`src/rtl/control_pkg.sv`:
```
// Shared constants for the hardwired control unit: opcodes, T-state codes,
// instruction-register field positions and the opcode-to-class decode.
package control_pkg;

    localparam int OPC_HI = 31;
    localparam int OPC_LO = 27;
    localparam int RA_HI  = 26;
    localparam int RA_LO  = 23;
    localparam int RB_HI  = 22;
    localparam int RB_LO  = 19;
    localparam int RC_HI  = 18;
    localparam int RC_LO  = 15;

    localparam logic [4:0] OP_ADD  = 5'd3;
    localparam logic [4:0] OP_SUB  = 5'd4;
    localparam logic [4:0] OP_SHR  = 5'd5;
    localparam logic [4:0] OP_SHL  = 5'd6;
    localparam logic [4:0] OP_ROR  = 5'd7;
    localparam logic [4:0] OP_ROL  = 5'd8;
    localparam logic [4:0] OP_AND  = 5'd9;
    localparam logic [4:0] OP_OR   = 5'd10;
    localparam logic [4:0] OP_MUL  = 5'd14;
    localparam logic [4:0] OP_DIV  = 5'd15;
    localparam logic [4:0] OP_NEG  = 5'd16;
    localparam logic [4:0] OP_NOT  = 5'd17;
    localparam logic [4:0] OP_NOP  = 5'd27;
    localparam logic [4:0] OP_HALT = 5'd28;

    typedef enum logic [3:0] {
        S_IDLE = 4'd0,
        S_T0   = 4'd1,
        S_T1   = 4'd2,
        S_T2   = 4'd3,
        S_T3   = 4'd4,
        S_T4   = 4'd5,
        S_T5   = 4'd6,
        S_T6   = 4'd7,
        S_HALT = 4'd8
    } state_e;

    typedef enum logic [2:0] {
        CLS_NOP,
        CLS_BINARY,
        CLS_MULDIV,
        CLS_UNARY,
        CLS_HALT
    } op_class_e;

    // Unlisted opcodes fall through to CLS_NOP and retire after fetch.
    function automatic op_class_e op_class(input logic [4:0] op);
        op_class_e cls;
        case (op)
            OP_ADD, OP_SUB, OP_SHR, OP_SHL,
            OP_ROR, OP_ROL, OP_AND, OP_OR:  cls = CLS_BINARY;
            OP_MUL, OP_DIV:                 cls = CLS_MULDIV;
            OP_NEG, OP_NOT:                 cls = CLS_UNARY;
            OP_HALT:                        cls = CLS_HALT;
            OP_NOP:                         cls = CLS_NOP;
            default:                        cls = CLS_NOP;
        endcase
        return cls;
    endfunction

endpackage

```
`src/rtl/reg_select.sv`:
```
// Register-field decoder: 4-bit register number to a one-hot strobe vector,
// forced to zero when not enabled.
module reg_select #(
    parameter int REGISTERS = 16
) (
    input  logic [3:0]           sel_i,
    input  logic                 en_i,
    output logic [REGISTERS-1:0] onehot_o
);

    assign onehot_o = en_i ? (REGISTERS'(1) << sel_i) : '0;

endmodule

```
`src/rtl/control_sequencer.sv`:
```
// Hardwired T-state sequencer: fetch T0-T2, execute T3-T6, with every
// datapath strobe a pure decode of the current state and the IR.
module control_sequencer
    import control_pkg::*;
#(
    parameter int BITS      = 32,
    parameter int REGISTERS = 16
) (
    input  logic                 Clock,
    input  logic                 Reset,
    input  logic                 Stop,
    input  logic [BITS-1:0]      IR,
    output logic [REGISTERS-1:0] Rin,
    output logic [REGISTERS-1:0] Rout,
    output logic                 PCout,
    output logic                 PCin,
    output logic                 IncPC,
    output logic                 MARin,
    output logic                 MDRin,
    output logic                 MDRout,
    output logic                 Read,
    output logic                 IRin,
    output logic                 RYin,
    output logic                 RZin,
    output logic                 Zlowout,
    output logic                 Zhighout,
    output logic                 HIin,
    output logic                 LOin,
    output logic                 HIout,
    output logic                 LOout,
    output logic                 ADD,
    output logic                 SUB,
    output logic                 MUL,
    output logic                 DIV,
    output logic                 SHR,
    output logic                 SHL,
    output logic                 ROR,
    output logic                 ROL,
    output logic                 AND,
    output logic                 OR,
    output logic                 NEGATE,
    output logic                 NOT,
    output logic                 Run,
    output logic [3:0]           State
);

    state_e                 state_q, state_d, end_state;
    logic [4:0]             opcode;
    op_class_e              cls;
    logic                   rin_en, rb_en, rc_en, alu_go;
    logic [REGISTERS-1:0]   rout_b, rout_c;
    logic                   unused_ir;

    assign opcode    = IR[OPC_HI:OPC_LO];
    assign cls       = op_class(opcode);
    assign end_state = Stop ? S_IDLE : S_T0;
    assign unused_ir = ^IR[RC_LO-1:0];

    always_ff @(posedge Clock or posedge Reset) begin
        if (Reset) state_q <= S_IDLE;
        else       state_q <= state_d;
    end

    always_comb begin
        state_d = state_q;
        case (state_q)
            S_IDLE: state_d = Stop ? S_IDLE : S_T0;
            S_T0:   state_d = S_T1;
            S_T1:   state_d = S_T2;
            S_T2: begin
                case (cls)
                    CLS_HALT: state_d = S_HALT;
                    CLS_NOP:  state_d = end_state;
                    default:  state_d = S_T3;
                endcase
            end
            S_T3:   state_d = S_T4;
            S_T4:   state_d = (cls == CLS_BINARY || cls == CLS_MULDIV) ? S_T5 : end_state;
            S_T5:   state_d = (cls == CLS_MULDIV) ? S_T6 : end_state;
            S_T6:   state_d = end_state;
            S_HALT: state_d = S_HALT;
            default: state_d = S_IDLE;
        endcase
    end

    always_comb begin
        PCout = 1'b0; PCin = 1'b0; IncPC = 1'b0; MARin = 1'b0;
        MDRin = 1'b0; MDRout = 1'b0; Read = 1'b0; IRin = 1'b0;
        RYin = 1'b0; RZin = 1'b0; Zlowout = 1'b0; Zhighout = 1'b0;
        HIin = 1'b0; LOin = 1'b0;
        rin_en = 1'b0; rb_en = 1'b0; rc_en = 1'b0; alu_go = 1'b0;
        ADD = 1'b0; SUB = 1'b0; MUL = 1'b0; DIV = 1'b0; SHR = 1'b0; SHL = 1'b0;
        ROR = 1'b0; ROL = 1'b0; AND = 1'b0; OR = 1'b0; NEGATE = 1'b0; NOT = 1'b0;
        case (state_q)
            S_T0: begin PCout = 1'b1; MARin = 1'b1; IncPC = 1'b1; RZin = 1'b1; end
            S_T1: begin Zlowout = 1'b1; PCin = 1'b1; Read = 1'b1; MDRin = 1'b1; end
            S_T2: begin MDRout = 1'b1; IRin = 1'b1; end
            S_T3: begin
                if (cls == CLS_BINARY || cls == CLS_MULDIV) begin
                    rb_en = 1'b1; RYin = 1'b1;
                end else if (cls == CLS_UNARY) begin
                    rb_en = 1'b1; alu_go = 1'b1; RZin = 1'b1;
                end
            end
            S_T4: begin
                if (cls == CLS_BINARY || cls == CLS_MULDIV) begin
                    rc_en = 1'b1; alu_go = 1'b1; RZin = 1'b1;
                end else if (cls == CLS_UNARY) begin
                    Zlowout = 1'b1; rin_en = 1'b1;
                end
            end
            S_T5: begin
                if (cls == CLS_BINARY) begin
                    Zlowout = 1'b1; rin_en = 1'b1;
                end else if (cls == CLS_MULDIV) begin
                    Zlowout = 1'b1; LOin = 1'b1;
                end
            end
            S_T6: begin
                if (cls == CLS_MULDIV) begin
                    Zhighout = 1'b1; HIin = 1'b1;
                end
            end
            default: ;
        endcase
        // Only one ALU select can be high because it follows the single opcode.
        if (alu_go) begin
            case (opcode)
                OP_ADD: ADD = 1'b1;
                OP_SUB: SUB = 1'b1;
                OP_MUL: MUL = 1'b1;
                OP_DIV: DIV = 1'b1;
                OP_SHR: SHR = 1'b1;
                OP_SHL: SHL = 1'b1;
                OP_ROR: ROR = 1'b1;
                OP_ROL: ROL = 1'b1;
                OP_AND: AND = 1'b1;
                OP_OR:  OR = 1'b1;
                OP_NEG: NEGATE = 1'b1;
                OP_NOT: NOT = 1'b1;
                default: ;
            endcase
        end
    end

    reg_select #(.REGISTERS(REGISTERS)) u_sel_ra (
        .sel_i(IR[RA_HI:RA_LO]), .en_i(rin_en), .onehot_o(Rin)
    );
    reg_select #(.REGISTERS(REGISTERS)) u_sel_rb (
        .sel_i(IR[RB_HI:RB_LO]), .en_i(rb_en), .onehot_o(rout_b)
    );
    reg_select #(.REGISTERS(REGISTERS)) u_sel_rc (
        .sel_i(IR[RC_HI:RC_LO]), .en_i(rc_en), .onehot_o(rout_c)
    );

    assign Rout  = rout_b | rout_c;
    assign HIout = 1'b0;
    assign LOout = 1'b0;
    assign Run   = (state_q != S_IDLE) && (state_q != S_HALT);
    assign State = state_q;

endmodule

```
`config.mk`:
```
export PLATFORM = sky130hd
export DESIGN_NAME = control_sequencer
export DESIGN_NICKNAME = d
export VERILOG_FILES = /design/src/rtl/control_pkg.sv /design/src/rtl/reg_select.sv /design/src/rtl/control_sequencer.sv
export SDC_FILE = /design/constraint.sdc
export NUM_CORES = 1
export LEC_CHECK = 0
export ABC_CLOCK_PERIOD_IN_PS = 2400
export BUFFER_PORTS_ARGS = -buffer_cell sky130_fd_sc_hd__buf_2
export CORE_ASPECT_RATIO = 0.7
export CORE_UTILIZATION = 34
export CTS_BUF_LIST = sky130_fd_sc_hd__clkbuf_8 sky130_fd_sc_hd__clkbuf_16
export CTS_CLUSTER_DIAMETER = 80
export DETAILED_ROUTE_END_ITERATION = 6
export HOLD_SLACK_MARGIN = 0.12
export PLACE_DENSITY = 0.84
export REMOVE_ABC_BUFFERS = 1
export SYNTH_ARGS = -nofsm -noshare
export SYNTH_HDL_FRONTEND = slang
export SYNTH_SLANG_ARGS = --single-unit
```
`constraint.sdc`:
```
create_clock -name Clock -period 2.4 [get_ports Clock]
set_input_delay 0.48 -clock Clock [delete_from_list [all_inputs] [get_ports Clock]]
set_output_delay 0.48 -clock Clock [all_outputs]
set_load 0.03 [all_outputs]
```
* Word level (Yosys, flattened, before mapping)
Memory sizes are Yosys's and may differ from the RTL's.
Cells that the tools add are included.
** Storage, ports and cells
- Word-level logic and storage cells :: 89
- Bits in read-only memories :: 96
- Input bits :: 35
- Output and inout port bits :: 65
- Register bits after elaboration :: 4
- Memories kept :: 1
** Memory list
- (no name shown) :: depth 32, width 3, rd ports 1, clocked after memory_dff 0, write ports 0, line control_pkg.sv:52 : case (op)
** Operators by class
- Mux-type cells :: 52
- Bitwise gates (word level) :: 1
- Reduce and logical (&&, ||, !) cells :: 6
- Equality and inequality tests :: 25
- Shift-type cells :: 3
** Operator list (number)
- 16-bit 2-to-1 mux :: 3
- 1-bit by 4-bit << shifter with 16-bit output (first input constant) :: 3
- 1-bit 2-to-1 mux :: 41
- 4-bit one-hot mux with 8 select lines :: 1
- 5-bit by 4-bit == test with 1-bit output (second input constant) :: 5
- 5-bit by 3-bit == test with 1-bit output (second input constant) :: 4
- 4-bit by 3-bit == test with 1-bit output (second input constant) :: 4
- 16-bit bitwise OR :: 1
- 5-bit == test (second input constant) :: 2
- 4-bit by 2-bit == test with 1-bit output (second input constant) :: 2
- 4-bit one-hot mux with 2 select lines :: 1
- 3-bit by 2-bit == test with 1-bit output (second input constant) :: 2
- 3-bit 2-to-1 mux :: 2
- 1-bit one-hot mux with 3 select lines :: 2
- 5-bit by 2-bit == test with 1-bit output (second input constant) :: 1
- 4-bit by 1-bit == test with 1-bit output (second input constant) :: 1
- 4-bit == test (second input constant) :: 1
- 4-bit zero test :: 1
- 4-bit inequality test (second input constant) :: 1
- 1-bit one-hot mux with 2 select lines :: 2
- 4-bit nonzero test :: 1
- 3-bit by 1-bit == test with 1-bit output (second input constant) :: 1
- 3-bit == test (second input constant) :: 1
- 3-bit zero test :: 1
- other kinds (3) :: 3

* Longest topological paths before layout
Gate-level depths: netlist of the first run.
An unclocked memory read counts as a cell.
- Word-level depth :: 7
- Gate-level depth with buffers :: 7
- Depth with buffers taken out :: 5

* By module
From an unflattened synthesis of the first run, not the netlist that was laid out.
** Second synthesis, totals
- Cell total of the unflattened synthesis :: 197
- Area total of the unflattened synthesis :: 1242.4 um2
** By module, submodules not included
- control_sequencer :: times used 1, area an instance 882.1 um2, sequential area each 100.1 um2, cells each 128
- reg_select :: times used 3, area an instance 120.1 um2, sequential area each 0.0 um2, cells each 23

* Least setup slack after synthesis of the first run
Ideal clock, no wire load.
- Path type :: register to output
- From :: reg state_q[3], in the netlist State[3]
- To :: out SHL
- Path slack :: -621 ps
- Path buffers :: 2
- Cell stages (with the launch flop) :: 8
- Required time :: 1920 ps
- Data arrival time :: 2541 ps
- Cells stage by stage :: dfrtp_1 buf_6 nand2b_1 buf_6 or3_4 nor2_1 o21bai_1 nor4_1
** On the way
- Cells in the longest elaborated chain, start to end :: 3
- Elaborated cells between the ends (all ways) :: 4
- Classes of those cells :: eq/ne: 2; mux: 2
** RTL lines
- from (decl) :: line control_sequencer.sv:47 : state_e state_q, state_d, end_state;
- from (signal assigned) :: line control_sequencer.sv:61 : else state_q <= state_d;
- 4-bit by 3-bit == test with 1-bit output :: line control_sequencer.sv:94 : case (state_q)
- 1-bit one-hot mux with 2 select lines * :: line control_sequencer.sv:94
- 1-bit 2-to-1 mux * :: line control_sequencer.sv:127 : if (alu_go) begin
- to (decl) :: line control_sequencer.sv:36 : output logic SHL,
Every way passes the cells marked *; elsewhere a longest branch is shown, timed or not.

* Final worst setup path of the first run
- From :: in IR[28]
- To :: out Rout[2]
** On the way
- Cells in the longest elaborated chain, start to end :: 7
- Elaborated cells between the ends (all ways) :: 13
- Classes of those cells :: eq/ne: 3; mux: 7; bitwise: 1; reduce/logical: 1; memory: 1
** RTL lines
- from (decl) :: line control_sequencer.sv:12 : input logic [BITS-1:0] IR,
- memory read 32 x 3 bit *
- 3-bit by 2-bit == test with 1-bit output (tied with other cells) :: line control_sequencer.sv:101 : end else if (cls == CLS_UNARY) begin
- 1-bit 2-to-1 mux / 1-bit logical OR (equally long branches) :: line control_sequencer.sv:101, control_sequencer.sv:99, control_sequencer.sv:106
- 1-bit 2-to-1 mux (on tied branches) :: line control_sequencer.sv:99, control_sequencer.sv:106
- 1-bit 2-to-1 mux :: line control_sequencer.sv:94
- 16-bit 2-to-1 mux :: line reg_select.sv:11 : assign onehot_o = en_i ? (REGISTERS'(1) << sel_i) : '0;
- 16-bit bitwise OR * :: line control_sequencer.sv:156 : assign Rout = rout_b | rout_c;
- to (decl) :: line control_sequencer.sv:14 : output logic [REGISTERS-1:0] Rout,
Marks and branches as above.

==> results of run 1 <==
## cell type report
type | instances | area (µm²)
Tap cell | 36 | 45.0
Fill cell | 241 | 977
Multi-Input combinational cell | 146 | 997
Inverter | 4 | 15.0
Clock buffer | 3 | 41.3
Timing Repair Buffer | 111 | 766
Sequential cell | 4 | 101
## report_power, final
group / internal (mW) / switching, mW / leakage (nW)
registers: 0.0942 / 0.0460 / 0.0508
clock network: 0.107 / 0.0320 / 0.0216
logic: 0.315 / 0.611 / 0.819
## logic make-up (layout without fill, tap and decap cells)
kind of cell | after synthesis | in the layout | synth area share
simple gates | 106 | 107 | 0.541
flops | 4 | 4 | 0.0903
compound gates | 36 | 36 | 0.226
buf+inv | 22 | 118 | 0.132
xor+xnor | 1 | 1 | 0.00790
other cells | 1 | 2 | 0.00338
## routing by layer
metal  vias up  track usage  share of wire
li1        817            -              -
met2       142        0.378           0.46
met5         -            0              0
met3        28       0.0327          0.094
met4         0       0.0567          0.037
met1       833        0.361           0.41
## path summary, 6_finish.rpt
kind	start	endpoint	slack, ns	cells after the start
min in group Clock	IR[27]	State[3]$_DFF_PP0_	0.64	3
max in group asynchronous	Reset	State[0]$_DFF_PP0_	2.10	2
max reg2reg	State[0]$_DFF_PP0_	State[0]$_DFF_PP0_	0.78	6
min reg2reg	State[3]$_DFF_PP0_	State[3]$_DFF_PP0_	0.69	3
min	Reset	State[3]$_DFF_PP0_	0.14	2
max	IR[28]	Rout[2]	-0.27	9
## through the flow
step	setup TNS (ns)	hold slack, ns
after global placement	-4.89	0.362
after CTS	-1.81	0.140
after detailed placement	-5.82	0.364
after floorplan	-16.27	0.246
after global routing	-7.48	0.147
final	-4.73	0.139
## repair_timing
item	4_1_cts	5_1_grt
endpoints found under the setup margin	30	42
pin swaps	13	14
buffers inserted	3	2
gates cloned	1	0
gates resized for setup	44	41
## critical path: cells and delay by family
kind	cells	cell delay [ns]
buffers and inverters	4	0.63
AND/OR/NAND/NOR	3	0.60
AO/OA/AOI/OAI	2	0.48
## layout by cell type (no fill, tap or decap), drive strengths merged, types with 4 or more instances in the layout
master and instances:
dfrtp 4, o21ai 7, nand4 6, a21oi 6
inv 4, nor2 34, nand2 8, nor3 15
nand2b 10, clkbuf 9, nand3 7, o22ai 13
buf 105, nor2b 5
==> impl_metrics.ini, run 1 <==
[run_status]
status = finished with violations
violations = setup timing

[pwr]
p_total_mw = 1.21
leakage_nw = 0.891
power_per_cell_area_nw_per_um2 = 613
peakVddDrop_uv = 384

[routing]
route.vias.total = 1820
wl_per_cell_um = 17.0
dr.pass1.iters = 5
drt_wl_total_mm = 5.17
avgViaCountPerCell = 5.99
postRouteAntennaNets = 0
drc_errors = 0
drt_iter0_drc = 140

[timing]
finalSetupViolations = 35
fmax_ghz = 0.374
post-route-min-period_ns = 2.67
hold_violations = 0
drv_slew = 0
finalClockSkew_ns = 0.00385
rsz0062_at_grt = yes
fin_crit_sh = 1.11
layout_setup_ws_ns = -0.271

[setup_path]
start_kind = input port
worstPathCellList = buf_8 > and3b_1 > o21a_2 > buf_6 > nor4_4 > buf_4 > nand3b_1 > o22ai_1 > buf_4
cp_common_cell = buf_4
cp_slowest_cell = o22ai_1
end_kind = output pin
max_stage_delay_ns = 0.27
critPathMaxFanout = 5
crit_type = in2out
critPathRequiredTime_ns = 1.92
cp.arrival_ns = 2.19

[floorplan]
dieArea_um2 = 3500
rows = 16
die_h_um = 49.8
initial_utilization = 0.377
core_area_um2 = 2940
die_w_um = 70.3
io_pins = 100

[placement]
dpl.hpwl_mm = 3.24
dp_cells = 295
portBuffers = 82
dp_slack_ns = -0.267
postPlaceCellArea_um2 = 1620
gp_congestion = 1.03

[synthesis]
syn_area_per_cell_um2 = 6.52
synth_edf_count = 0
yosys.area.top_type_share = 0.115
synthTopCellsByCount = nor2_1 (34), nor3_1 (14), o22ai_1 (13), nand2b_1 (10)
async_reset_ff_frac = 1.00
synthTopCellsByArea = nor2_1 (12%), dfrtp_1 (9.0%), o22ai_1 (7.3%)
synth_area_um2 = 1110
ys_seq_elements = 4
synth_most_common_cell = nor2_1
synth.largest_area_cell = nor2_1
ys_seq_area_frac = 0.0903
synthFlopType = dfrtp_1
syn_inst = 170
yosys_warnings = 0
synthDistinctLibCells = 41

[final_layout]
final_layout_size_suffix_gt1_frac = 0.549
fin_util = 0.668
final_cells = 304
final_area_um2 = 1970
antenna-diode-count = 0
largest_register_ffs = 4
nets = 305
area_growth_pct = 77.3

[grt]
grt_pass1_wl_mm = 6.91
grt_pass1_vias = 1447
antenna_found_initial = 0
grt_start_max_net_pins = 12
grt_overflow = 0
grtUsageTotal = 0.246

[clocking]
clkLatencyLatePin_ns = 0.22
cts_hold_buf = 0
tritoncts = yes
clk_path_buf_depth = 2
clk_pin_slew_ns = 0.03
htree_levels = 1
cts_sinks = 4
cts_buffers = 3
root_buffer = clkbuf_8

[hold_path]
worst_hold_path_type = in2async

[job]
maxCapViolations = 0
No activity file was read; power rests on OpenSTA's default activity.
==> run 2, diff against run 1 <==
CORE_MARGIN = 8   (was not set)
==> run 2 against run 1 <==
- the run still ends with setup timing left
- highest routed layer unchanged
- total power grew 5.8%
- worst setup slack gained 0.020 ns
- largest cell class unchanged
- design area grew 14%
- sequential cell count is the same
- via count grew 2.5%
- worst hold slack lost 0.0052 ns
- final cell count grew 2.3%
==> impl_metrics.ini, run 2 (synthesis results as in run 1) <==
[setup_path]
worst_r2r_path_depth = 5
reg2reg_from = State[1]$_DFF_PP0_
critPathLaunch = IR[27]
cp_slowest_cell = o32ai_2
r2r_slack_ns = 0.62
r2r-end = State[3]$_DFF_PP0_
crit_family = compound AO/OA/AOI/OAI gates
cp_common_cell = o21a_1
end_kind = output pin
worstPathBufferInverterCount = 3
critPathRequiredTime_ns = 1.92
max_stage_delay_ns = 0.32
cp.arrival_ns = 2.17
start_kind = input port
crit_type = in2out
worstPathCellList = buf_8 > and3b_1 > o21a_1 > o21a_1 > buf_6 > nand4b_1 > o32ai_2 > buf_4
critPathMaxFanout = 4

[pwr]
leakage_nw = 0.968
power_per_cell_area_nw_per_um2 = 568
peakVddDrop_uv = 414

[clocking]
tritoncts = yes
cts_buffers = 3
clk_path_buf_depth = 2
htree_levels = 1
root_buffer = clkbuf_8
clkLatencyLatePin_ns = 0.22
clk_pin_slew_ns = 0.03
cts_hold_buf = 0
cts_sinks = 4

[routing]
postRouteAntennaNets = 0
dr.pass1.iters = 5
drt_wl_total_mm = 6.10
wl_per_cell_um = 19.6
route.vias.total = 1865
drt_iter0_drc = 176
avgViaCountPerCell = 6.00
drc_errors = 0

[placement]
dp_slack_ns = -0.281
gp_congestion = 0.935
portBuffers = 82
dpl.hpwl_mm = 3.83
dp_cells = 300

[timing]
fin_crit_sh = 1.10
post-route-min-period_ns = 2.65
finalSetupViolations = 25
rsz0062_at_grt = yes
layout_setup_ws_ns = -0.251
tns_ns = -2.67
slew-limit-headroom = 0.573
finalClockSkew_ns = 0.00339
fmax_ghz = 0.377
worst_slew_pin_slew_ns = 0.636
hold_violations = 0
drv_slew = 0

[grt]
grt_pass1_vias = 1676
antenna_found_initial = 0
grtUsageTotal = 0.188
grt_overflow = 0
grt_pass1_wl_mm = 8.52
grt_start_max_net_pins = 12

[final_layout]
antenna-diode-count = 0
fillers = 225
layout_common_cells = buf_4 (45), buf_2 (42), nor2_1 (25), buf_6 (25), nor3_1 (12)
multi_input_area_um2 = 1140
final_layout_size_suffix_gt1_frac = 0.623
final_common_cell = buf_4
layout.area.seq_um2 = 101
final_cells = 311
nets = 310
largest_register_ffs = 4
area_growth_pct = 103

[floorplan]
dieArea_um2 = 5370
die_h_um = 63.8
core_area_um2 = 3130
die_w_um = 84.3
io_pins = 100
initial_utilization = 0.355
rows = 17

[hold_path]
worst_hold_path_type = in2async

[job]
maxCapViolations = 0

[run_status]
violations = setup timing
status = finished with violations
-- run 2: cell types whose count changed in the layout (fill, tap and decap cells not counted), sizes merged --
cell / previous run / this run
buf: 105 / 116
clkbuf: 9 / 4
nor4: 3 / 2
-- run 2: area by class of cell --
cell class                      count  share of cell area
Timing Repair Buffer              117               0.402
Clock buffer                        3              0.0184
Inverter                            4             0.00780
Sequential cell                     4              0.0451
Tap cell                           38              0.0212
Multi-Input combinational cell    145               0.506
-- run 2: power by group --
part / switching (mW) / internal [mW]
registers: 0.0366 / 0.0942
logic: 0.654 / 0.352
clock network: 0.0325 / 0.107
total: 0.723 / 0.552
-- run 2: worst max-delay path by stage --
stage,depth (start not counted),end,slack [ns]
floorplan,3,RZin,-1.36
CTS,8,Rout[5],-0.15
detailed placement,7,Rout[6],-0.28
global route,8,Rout[3],-0.28
global placement,7,Rout[6],-0.23
finish,8,Rout[3],-0.25
-- run 2: per-stage QoR --
step / utilization / hold WS, ns / total power, mW / area (µm²)
finish: 0.718 / 0.134 / 1.28 / 2250
global route: 0.718 / 0.149 / 1.33 / 2250
CTS: 0.645 / 0.136 / 1.18 / 2020
detailed placement: 0.529 / 0.362 / 0.969 / 1650
global placement: 0.529 / 0.362 / 0.955 / 1650
floorplan: - / 0.246 / 0.653 / 981
-- run 2: per-layer routing --
metal | wire length [µm] | global-route usage | share of wire | vias to the layer above
met1 | 2250 | 0.216 | 0.37 | 853
met3 | 691 | 0.0633 | 0.11 | 34
met4 | 320 | 0.0837 | 0.052 | 0
met2 | 2850 | 0.311 | 0.47 | 155
met5 | 0 | 0 | 0 | -
li1 | - | - | - | 823
-- run 2: repair_timing --
| item | in CTS | in global routing |
|---|---|---|
| setup endpoints to repair | 30 | 38 |
| pin swaps | 22 | 15 |
| buffers inserted | 5 | 3 |
| resized for setup | 80 | 53 |
| cloned | 0 | 0 |
==> run 3, diff against run 2 <==
CORE_UTILIZATION = 36   (was 34)
PLACE_DENSITY = 0.85   (was 0.84)
SYNTH_HIERARCHICAL = 1   (was not set)
==> run 3 against run 2 <==
- the flow still finishes with violations (setup timing)
- synthesized cell count increased by 16%
- worst setup slack improved by 0.11 ns
- maximum frequency increased by 4.4%
- sequential cell count unchanged
- non-clock buffer count increased by 12
- largest power group unchanged
- die area increased by 4.5%
- routed wire length increased by 5.5%
- utilization increased by 1.1 points
==> impl_metrics.ini, run 3 <==
[timing]
fmax_ghz = 0.394
post-route-min-period_ns = 2.54
drv_slew = 0
finalClockSkew_ns = 0.00123
finalSetupViolations = 22
fin_crit_sh = 1.06
hold_violations = 0
layout_setup_ws_ns = -0.141
rsz0062_at_grt = yes

[final_layout]
layout_common_cells = buf_4 (58), buf_2 (43), nor2_1 (28)
nets = 349
largest_register_ffs = 4
final_common_cell = buf_4
antenna-diode-count = 0
final_cells = 362
fin_util = 0.729
final_layout_size_suffix_gt1_frac = 0.638
area_growth_pct = 101

[synthesis]
synth_most_common_cell = nor2_1
yosys.area.top_type_share = 0.112
synthDistinctLibCells = 45
ys_seq_elements = 4
async_reset_ff_frac = 1.00
syn_area_per_cell_um2 = 6.31
synth_area_um2 = 1240
ys_seq_area_frac = 0.0806
synthFlopType = dfrtp_1
synth.largest_area_cell = nor2_1
synth_edf_count = 0
yosys_warnings = 6
synthTopCellsByArea = nor2_1 (11%), dfrtp_1 (8.1%), or2_2 (8.1%)
syn_inst = 197
synthTopCellsByCount = nor2_1 (37), nor3_1 (19), or2_2 (16), nand2_1 (11), nand2b_1 (10)

[setup_path]
end_kind = output pin
reg2reg_from = State[0]$_DFF_PP0_
crit_type = in2out
critPathMaxFanout = 6
start_kind = input port
cp.arrival_ns = 2.06
crit_family = simple AND/OR/NAND/NOR gates
worstPathCellList = buf_12 > or2b_1 > a22oi_2 > o21ai_2 > nor2b_4 > or3b_4 > nor2_1 > or2_4 > buf_6
worstPathBufferInverterCount = 2
critPathLaunch = IR[30]
max_stage_delay_ns = 0.44
critPathRequiredTime_ns = 1.92
cp_slowest_cell = or3b_4

[grt]
antenna_found_initial = 0
grt_start_max_net_pins = 12
grt_pass1_wl_mm = 9.04
grt_pass1_vias = 2017
grtUsageTotal = 0.191
grt_overflow = 0

[clocking]
tritoncts = yes
htree_levels = 1
clkLatencyLatePin_ns = 0.22
cts_buffers = 3
cts_sinks = 4
clk_path_buf_depth = 2
root_buffer = clkbuf_8
cts_hold_buf = 0
clk_pin_slew_ns = 0.03

[routing]
drt_iter0_drc = 92
drt_wl_total_mm = 6.44
route.vias.total = 2016
dr.pass1.iters = 4
postRouteAntennaNets = 0
drc_errors = 0
wl_per_cell_um = 17.8
avgViaCountPerCell = 5.57

[placement]
gp_congestion = 0.852
dp_slack_ns = -0.394
dpl.hpwl_mm = 4.08
portBuffers = 82
dp_cells = 347

[pwr]
peakVddDrop_uv = 932
power_per_cell_area_nw_per_um2 = 575
leakage_nw = 1.11

[hold_path]
worst_hold_path_type = in2async

[floorplan]
rows = 18
die_h_um = 65.2
initial_utilization = 0.363
dieArea_um2 = 5620
die_w_um = 86.2
io_pins = 100
core_area_um2 = 3420

[run_status]
violations = setup timing
status = finished with violations

[job]
maxCapViolations = 0
run 3: cell count changes in the layout (fill, tap and decap cells not counted), sizes merged, moves of 4 or more:
| cell | change |
|---|---|
| buf | +12 |
| nor3 | +7 |
| nand4 | -4 |
| o22ai | -12 |
| nor2 | +7 |
| or2 | +15 |
run 3: final cells by class:
class                      count  area (µm²)
sequential                     4         101
inverter                       6        22.5
tap                           50        62.6
clock buffer                   3        41.3
fill                         231         927
timing repair buffer         129         988
multi-input combinational    170        1280
run 3: report_power, final:
part	switching, mW	leakage (nW)	internal (mW)	total, mW
Clock	0.0371	0.0216	0.107	0.144
Combinational	0.725	1.04	0.445	1.17
Sequential	0.0277	0.0509	0.0937	0.121
Total	0.790	1.11	0.646	1.44
run 3: worst reg2reg max path, stage by stage (launching register included):
cell,delay (ns)
dfrtp_1,0.35
buf_4,0.21
nand2_1,0.10
nor3_1,0.17
buf_4,0.18
o211ai_1,0.11
o311ai_1,0.26
run 3: final timing paths:
path	to	slack (ns)	cells after the start
worst max-delay path	Rout[9]	-0.14	9
worst min-delay path	State[2]$_DFF_PP0_	0.14	2
worst max register to register	State[0]$_DFF_PP0_	0.92	6
worst min register to register	State[1]$_DFF_PP0_	0.69	3
max in group asynchronous	State[1]$_DFF_PP0_	2.09	2
min in group Clock	State[0]$_DFF_PP0_	0.55	2
run 3: metrics by stage:
stage	hold WS (ns)	TNS, ns	instance area (µm²)	power (mW)
floorplan	0.246	-13.67	1130	0.655
global placement	0.369	-5.46	1870	1.02
detailed placement	0.374	-6.66	1870	1.03
CTS	0.144	-1.72	2210	1.25
global route	0.163	-3.65	2500	1.51
finish	0.140	-1.60	2500	1.44
run 3: cell families (layout without fill, tap and decap cells):
group                     Yosys count  count (layout)  share of synthesized area
other                               1               2                    0.00302
buffers and inverters              24             138                      0.109
and+or+nand+nor                   133             133                      0.581
AOI/OAI and AO/OA                  31              31                      0.198
xor gates and xnor gates            4               4                     0.0282
DFF                                 4               4                     0.0806
run 3: per-layer routing:
layer,routed length [µm],GRT usage
met4,216,0.0598
met5,0,0
met1,2460,0.194
met2,3190,0.368
met3,575,0.0598
run 3: repair_timing:
| item | in CTS | in global routing |
|---|---|---|
| endpoints found under the setup margin | 37 | 37 |
| setup buffers | 3 | 8 |
| pin swaps | 19 | 25 |
| gates resized for setup | 89 | 51 |
| cloned | 0 | 1 |
